<file path="config.mk">
export PLATFORM = sky130hd
export DESIGN_NAME = load_buffer_tracker
export DESIGN_NICKNAME = d
export VERILOG_FILES = /design/src/rtl/load_buffer_tracker_pkg.sv /design/src/rtl/load_buffer_tracker_lzc_free_slot.sv /design/src/rtl/load_buffer_tracker.sv
export SDC_FILE = /design/constraint.sdc
export NUM_CORES = 1
export LEC_CHECK = 0
export ABC_AREA = 1
export CAP_MARGIN = 20
export CORE_MARGIN = 2
export CORE_UTILIZATION = 43
export DETAILED_ROUTE_END_ITERATION = 8
export PLACE_DENSITY_LB_ADDON = 0.08
export SYNTH_ARGS = -nofsm -noshare
export SYNTH_HDL_FRONTEND = slang
export SYNTH_SLANG_ARGS = --single-unit
export TNS_END_PERCENT = 10
</file>
<file path="constraint.sdc">
create_clock -name clk_i -period 3.54 [get_ports clk_i]
set_input_delay 0.885 -clock clk_i [delete_from_list [all_inputs] [get_ports clk_i]]
set_output_delay 0.885 -clock clk_i [all_outputs]
set_load 0.005 [all_outputs]
</file>
<file path="src/rtl/load_buffer_tracker_pkg.sv">
// Shared types for the load buffer tracker.
// slot_t : per-slot bookkeeping {busy, killed, trans_id}
// wb_t   : writeback register contents {valid, trans_id, data, ex}
// The record widths follow the 32-bit FPGA core configuration. The tracker's
// TransIdWidth/DataWidth parameters default to these values and must agree with them.
package load_buffer_tracker_pkg;

  localparam int unsigned CfgTransIdWidth = 2;
  localparam int unsigned CfgDataWidth    = 32;

  typedef struct packed {
    logic                       busy;
    logic                       killed;
    logic [CfgTransIdWidth-1:0] trans_id;
  } slot_t;

  typedef struct packed {
    logic                       valid;
    logic [CfgTransIdWidth-1:0] trans_id;
    logic [CfgDataWidth-1:0]    data;
    logic                       ex;
  } wb_t;

endpackage

</file>
<file path="src/rtl/load_buffer_tracker_lzc_free_slot.sv">
// Lowest-set-bit finder used to pick the next free load buffer slot.
// free  : one bit per slot, 1 = slot available
// idx   : index of the lowest set bit (0 when none set)
// found : at least one bit of free is set
module lzc_free_slot #(
  parameter int unsigned NrEntries = 2,
  parameter int unsigned IdxWidth  = 1
) (
  input  logic [NrEntries-1:0] free,
  output logic [IdxWidth-1:0]  idx,
  output logic                 found
);

  always_comb begin
    idx   = '0;
    found = 1'b0;
    for (int unsigned i = 0; i < NrEntries; i++) begin
      if (free[i] && !found) begin
        idx   = IdxWidth'(i);
        found = 1'b1;
      end
    end
  end

endmodule

</file>
<file path="src/rtl/load_buffer_tracker.sv">
// Tracks loads outstanding between the load unit and the write-through data cache.
// Ports:
//   clk_i, rst_i (sync, active high), flush_i (kill all pending loads)
//   alloc_valid_i / alloc_ready_o / alloc_trans_id_i / alloc_idx_o : slot allocation
//   resp_valid_i / resp_idx_i / resp_data_i / resp_ex_i            : cache response
//   wb_valid_o / wb_trans_id_o / wb_data_o / wb_ex_o               : registered writeback
//   empty_o / full_o                                               : slot occupancy
module load_buffer_tracker
  import load_buffer_tracker_pkg::*;
#(
  parameter int unsigned NrEntries    = 2,
  parameter int unsigned TransIdWidth = CfgTransIdWidth,
  parameter int unsigned DataWidth    = CfgDataWidth,
  localparam int unsigned IdxWidth    = (NrEntries > 1) ? $clog2(NrEntries) : 1
) (
  input  logic                    clk_i,
  input  logic                    rst_i,
  input  logic                    flush_i,
  input  logic                    alloc_valid_i,
  output logic                    alloc_ready_o,
  input  logic [TransIdWidth-1:0] alloc_trans_id_i,
  output logic [IdxWidth-1:0]     alloc_idx_o,
  input  logic                    resp_valid_i,
  input  logic [IdxWidth-1:0]     resp_idx_i,
  input  logic [DataWidth-1:0]    resp_data_i,
  input  logic                    resp_ex_i,
  output logic                    wb_valid_o,
  output logic [TransIdWidth-1:0] wb_trans_id_o,
  output logic [DataWidth-1:0]    wb_data_o,
  output logic                    wb_ex_o,
  output logic                    empty_o,
  output logic                    full_o
);

  slot_t [NrEntries-1:0] slots_q, slots_d;
  wb_t                   wb_q, wb_d;
  logic [NrEntries-1:0]  busy;
  logic [IdxWidth-1:0]   free_idx;
  logic                  free_found;
  logic                  alloc_fire;

  always_comb begin
    busy = '0;
    for (int unsigned i = 0; i < NrEntries; i++) begin
      busy[i] = slots_q[i].busy;
    end
  end

  lzc_free_slot #(
    .NrEntries (NrEntries),
    .IdxWidth  (IdxWidth)
  ) i_free_slot (
    .free  (~busy),
    .idx   (free_idx),
    .found (free_found)
  );

  // Readiness looks only at registered busy bits, so a slot freed by a
  // response this cycle becomes allocatable next cycle.
  assign alloc_ready_o = !flush_i && free_found;
  assign alloc_idx_o   = free_idx;
  assign alloc_fire    = alloc_valid_i && alloc_ready_o;

  assign empty_o = ~|busy;
  assign full_o  = &busy;

  always_comb begin
    slots_d  = slots_q;
    wb_d     = wb_q;
    wb_d.valid = 1'b0;
    for (int unsigned i = 0; i < NrEntries; i++) begin
      if (flush_i && slots_q[i].busy) begin
        slots_d[i].killed = 1'b1;
      end
      // Responses to idle slots are protocol violations and are ignored.
      if (resp_valid_i && resp_idx_i == IdxWidth'(i) && slots_q[i].busy) begin
        slots_d[i].busy   = 1'b0;
        slots_d[i].killed = 1'b0;
        if (!slots_q[i].killed && !flush_i) begin
          wb_d = '{valid: 1'b1, trans_id: slots_q[i].trans_id,
                   data: resp_data_i, ex: resp_ex_i};
        end
      end
      // Allocation only targets a free slot, so it never collides with a response.
      if (alloc_fire && free_idx == IdxWidth'(i)) begin
        slots_d[i].busy     = 1'b1;
        slots_d[i].killed   = 1'b0;
        slots_d[i].trans_id = alloc_trans_id_i;
      end
    end
  end

  always_ff @(posedge clk_i) begin
    if (rst_i) begin
      slots_q <= '0;
      wb_q    <= '0;
    end else begin
      slots_q <= slots_d;
      wb_q    <= wb_d;
    end
  end

  assign wb_valid_o    = wb_q.valid;
  assign wb_trans_id_o = wb_q.trans_id;
  assign wb_data_o     = wb_q.data;
  assign wb_ex_o       = wb_q.ex;

endmodule

</file>
Yosys cells after proc, flatten, opt, wreduce, memory -nomap -nowiden:

Index checks and enable logic that the tools add are counted.

* output and inout bits: 40
* bits in registers: 44
* logic and storage cells: 50
* bits of input ports: 41

* reduce and logical (&&, ||, !) cells: 24
* bitwise gates (word level): 3
* mux-type cells: 13

Operator list (number)
* 36-bit two-way mux: 4
* 1-bit logical AND: 13
* 4-bit two-way mux: 2
* 3-bit OR reduction: 2
* 1-bit zero test: 5
* 1-bit two-way mux: 5
* 2-bit two-way mux: 2
* 2-bit nonzero test: 2
* 1-bit inverter: 2
* 2-bit inverter: 1
* 2-bit AND reduction: 1
* 2-bit OR reduction: 1

Longest topological paths before layout:

* word-level depth: 9
* depth in mapped cells: 8
* gate-level depth less buffers: 8

Modules after synthesis:

From an unflattened synthesis, not the netlist that was laid out.

* cells, all modules: 294
* area, all modules: 2117.0 µm²

By module, submodules not included
* load_buffer_tracker: instances 1, cells each 290, sequential area each 880.8 µm², area an instance 2102.0 µm²
* lzc_free_slot: instances 1, cells each 4, sequential area each 0.0 µm², area an instance 15.0 µm²

Worst setup path before layout:

Ideal clock, no wire load.

* path type: input port to output port
* start: input flush_i
* end: output alloc_ready_o
* arrival time: 0.991 ns
* stages: 1
* required time: 2.655 ns
* buffers on the path: 0
* path slack: 1.664 ns
* cells stage by stage: nor2_1

* longest elaborated chain between the ends: 2

RTL lines
* start, declared: line load_buffer_tracker.sv:18 `input logic flush_i,`
* 1-bit zero test: line load_buffer_tracker.sv:60 `assign alloc_ready_o = !flush_i && free_found;`
* 1-bit logical AND: line load_buffer_tracker.sv:60
* end, declared: line load_buffer_tracker.sv:20 `output logic alloc_ready_o,`

Every way passes these cells.

Final worst setup path:

Same ends and word-level chain as after synthesis.

==> flow_summary_export.csv <==
group,metric,value,unit
sta,tightest_slew,0.9329,ns
setup_path,worst_setup_path_end_kind,"output pin",
sta,timing.fmax,0.3412,GHz
synthesis,netlist_top_cells_area,"dfxtp_1 44%, nor2_1 13%, nand3_1 10%",
die,fp.dieArea,0.005273,mm2
setup_path,slowest_delay,0.52,ns
die,die_y,72.62,um
synthesis,ys_warn_count,0,
clocking,clock_path_buffers,2,
clocking,root_buffer,"clkbuf_8",
routing,final_antenna_net_count,0,
synthesis,synth_top_area_share,43.51,%
finish,fin_nets,413,
sta,relSlewSlack,37.66,%
setup_path,path_cells,"clkdlybuf4s50_1 > nor2_1 > clkdlybuf4s50_1",
synthesis,synth_top_family_by_area,"simple AND/OR/NAND/NOR gates",
die,ios,81,
synthesis,synth_area,0.002024,mm2
worst_hold_path,min_path_type,"flop to flop",
setup_path,cp-start-kind,"primary input",
synthesis,synth_area_per_cell,6.793,um2
placed_design,gp_congestion,0.8398,
synthesis,synth_mux_area_share,0,%
flow_run,drv_cap,0,
routing,vias_per_cell,4.607,
setup_path,critPathCapture,"alloc_ready_o",
grt,antenna_found_initial,0,
die,start_util,45.55,%
run_status,outcome,"completed",
clocking,tritoncts,"built",
sta,finalClockSkew,0.005584,ns
clocking,post-cts-setup-buffer-count,0,
finish,layout.cells.non_filler,425,
synthesis,synth-compound-area-share,1.112,%
setup_path,timing.rr.start,"busy[0]$_SDFFE_PP0P_",
grt,track_usage,18.51,%
setup_path,reg2reg_to,"wb_data_o[15]$_SDFF_PP0_",
setup_path,rrSetupSlack,1.91,ns
setup_path,crit_top_cell,"clkdlybuf4s50_1",
grt,grt_pass1_wl,7.728,mm
synthesis,syn-num-nets,339,
sta,rsz0062_at_grt,"false",
grt,overflow,0,
sta,finalMaxSlewViolations,0,
die,die_width,72.62,um
placed_design,dp_cells,417,
synthesis,synth_cells,298,
sta,tns,0,ns
routing,drc,0,
placed_design,dp_hpwl,3.125,mm
synthesis,synth-simple-area-share,40.42,%
finish,n_antenna_cell,0,
sta,fin_crit_sh,82.80,%
routing,drt_first_pass_iters,4,
placed_design,port_buffers,80,
setup_path,crit_start,"flush_i",
setup_path,worstRegToRegCells,5,
finish,syn2layout_area_growth,42.77,%
sta,setup_viol,0,
sta,hold_viol_final,0,
setup_path,arrival,2.05,ns
setup_path,worstPathRequired,2.65,ns
clocking,cts_resized,0,
power_and_ir_drop,ir_worst_vdd,211.5,uV
clocking,hold_buffers,0,
setup_path,worstSetupPathType,"primary input to output pin",
synthesis,yosysTopAreaCell,"dfxtp_1",
grt,grt_max_degree,36,
clocking,clock-sinks,44,
synthesis,synth_xor_area_share,0,%
routing,wirelength,4.753,mm
power_and_ir_drop,powerDensity,354.5,mW/mm2
setup_path,path_max_fanout,4,
routing,vias,1958,
synthesis,ys_ff_latch,44,
clocking,clkLatencyLatePin,0.29,ns
die,core_area,0.004444,mm2
power_and_ir_drop,leakage,1.381,nW
synthesis,yosysSeqAreaShare,43.51,%
finish,drive_gt1_share,8.043,%
die,rows,24,
routing,drt-initial-drc-count,72,
setup_path,worst_path_max_delay_cell,"clkdlybuf4s50_1",
synthesis,synthDistinctLibCells,18,
clocking,clkTransAtPathRegs,0.08,ns
clocking,numCtsBuffers,5,
routing,wl_per_cell,11.18,um
sta,finalCriticalPeriod,2.931,ns
synthesis,synth_fa_ha_area_share,0,%
grt,grt_pass1_vias,1794,
clocking,cts.htree.levels,2,
## registers in the layout (all words and copies together), names as in the netlist
| register | flops |
|---|---|
| wb_data_o | 32 |
| slots_q | 6 |
| busy | 2 |
| wb_trans_id_o | 2 |
| wb_ex_o | 1 |
| wb_valid_o | 1 |
## report_power, final
| part | internal [mW] | switching [mW] | leakage, nW | total [mW] |
|---|---|---|---|---|
| sequential | 0.508 | 0.00835 | 0.356 | 0.517 |
| clock | 0.210 | 0.170 | 0.0552 | 0.380 |
| combinational | 0.0762 | 0.0520 | 0.969 | 0.128 |
| total | 0.794 | 0.231 | 1.38 | 1.02 |
## critical path, delay by kind of cell
family | cells | cell delay (ns)
simple gates | 1 | 0.15
buf+inv | 2 | 1.01
## cell usage in the layout (no fill, tap or decap), types with 2 or more instances in the layout
master           Yosys  routed
nor2_1              71      71
nor2_2              14      14
dfxtp_1             44      44
a21oi_1              3       3
nand2_2              3       3
inv_1               48      48
nand2_1             52      52
clkdlybuf4s50_1      0      80
clkbuf_8             0       5
nand3_1             41      41
nor2_4               2       2
inv_2                2       2
## through the flow
stage | util (%) | hold slack, ns | power [mW] | setup slack [ns] | instance area, um2
floorplan | - | 0.4516 | 0.5786 | 1.664 | 2024
global placement | 62.61 | 0.4660 | 0.6557 | 0.6640 | 2783
detailed placement | 62.61 | 0.4746 | 0.6570 | 0.6133 | 2783
CTS | 65.03 | 0.4913 | 1.038 | 0.6098 | 2890
global route | 65.03 | 0.5030 | 1.072 | 0.5620 | 2890
finish | 65.03 | 0.4910 | 1.025 | 0.6089 | 2890
## per-layer routing
layer / part of all wire (%) / global-route usage, % / routed length (um)
met5: 0 / 0 / 0
met4: 1.3 / 6.790 / 64
met3: 5.6 / 4.006 / 267
met2: 49 / 32.73 / 2325
met1: 44 / 21.93 / 2095
## cell usage after synthesis, drive strengths merged
cell    instances
nor2           87
nand2          56
inv            50
dfxtp          44
nand3          41
buf            13
a21oi           3
clkbuf          1
nand4           1
nor3            1
o211ai          1
## cell families (layout without fill, tap and decap cells)
| kind of cell | count (synthesis) | after routing |
|---|---|---|
| simple gates | 186 | 186 |
| buf+inv | 64 | 139 |
| flops | 44 | 44 |
| compound gates | 4 | 4 |
## worst min-delay path by stage
stage	start	to	slack, ns	cells past startpoint
2_1_floorplan	slots_q[6]$_SDFFE_PP0P_	slots_q[6]$_SDFFE_PP0P_	0.45	2
3_3_place_gp	slots_q[0]$_SDFFE_PP0P_	slots_q[0]$_SDFFE_PP0P_	0.47	2
3_5_place_dp	slots_q[0]$_SDFFE_PP0P_	slots_q[0]$_SDFFE_PP0P_	0.47	2
4_1_cts	slots_q[0]$_SDFFE_PP0P_	slots_q[0]$_SDFFE_PP0P_	0.49	2
5_1_grt	slots_q[0]$_SDFFE_PP0P_	slots_q[0]$_SDFFE_PP0P_	0.50	2
6_report	slots_q[0]$_SDFFE_PP0P_	slots_q[0]$_SDFFE_PP0P_	0.49	2
## area by class of cell
type	count	area [um2]
well taps	52	65.06
inverters	50	187.7
repair buffers	81	808.3
fillers	434	1554
clock inverters	2	35.03
clock buffers	6	72.57
multi-input cells	190	840.8
flip-flops and latches	44	880.8
Power figures use the tool's default switching activity.
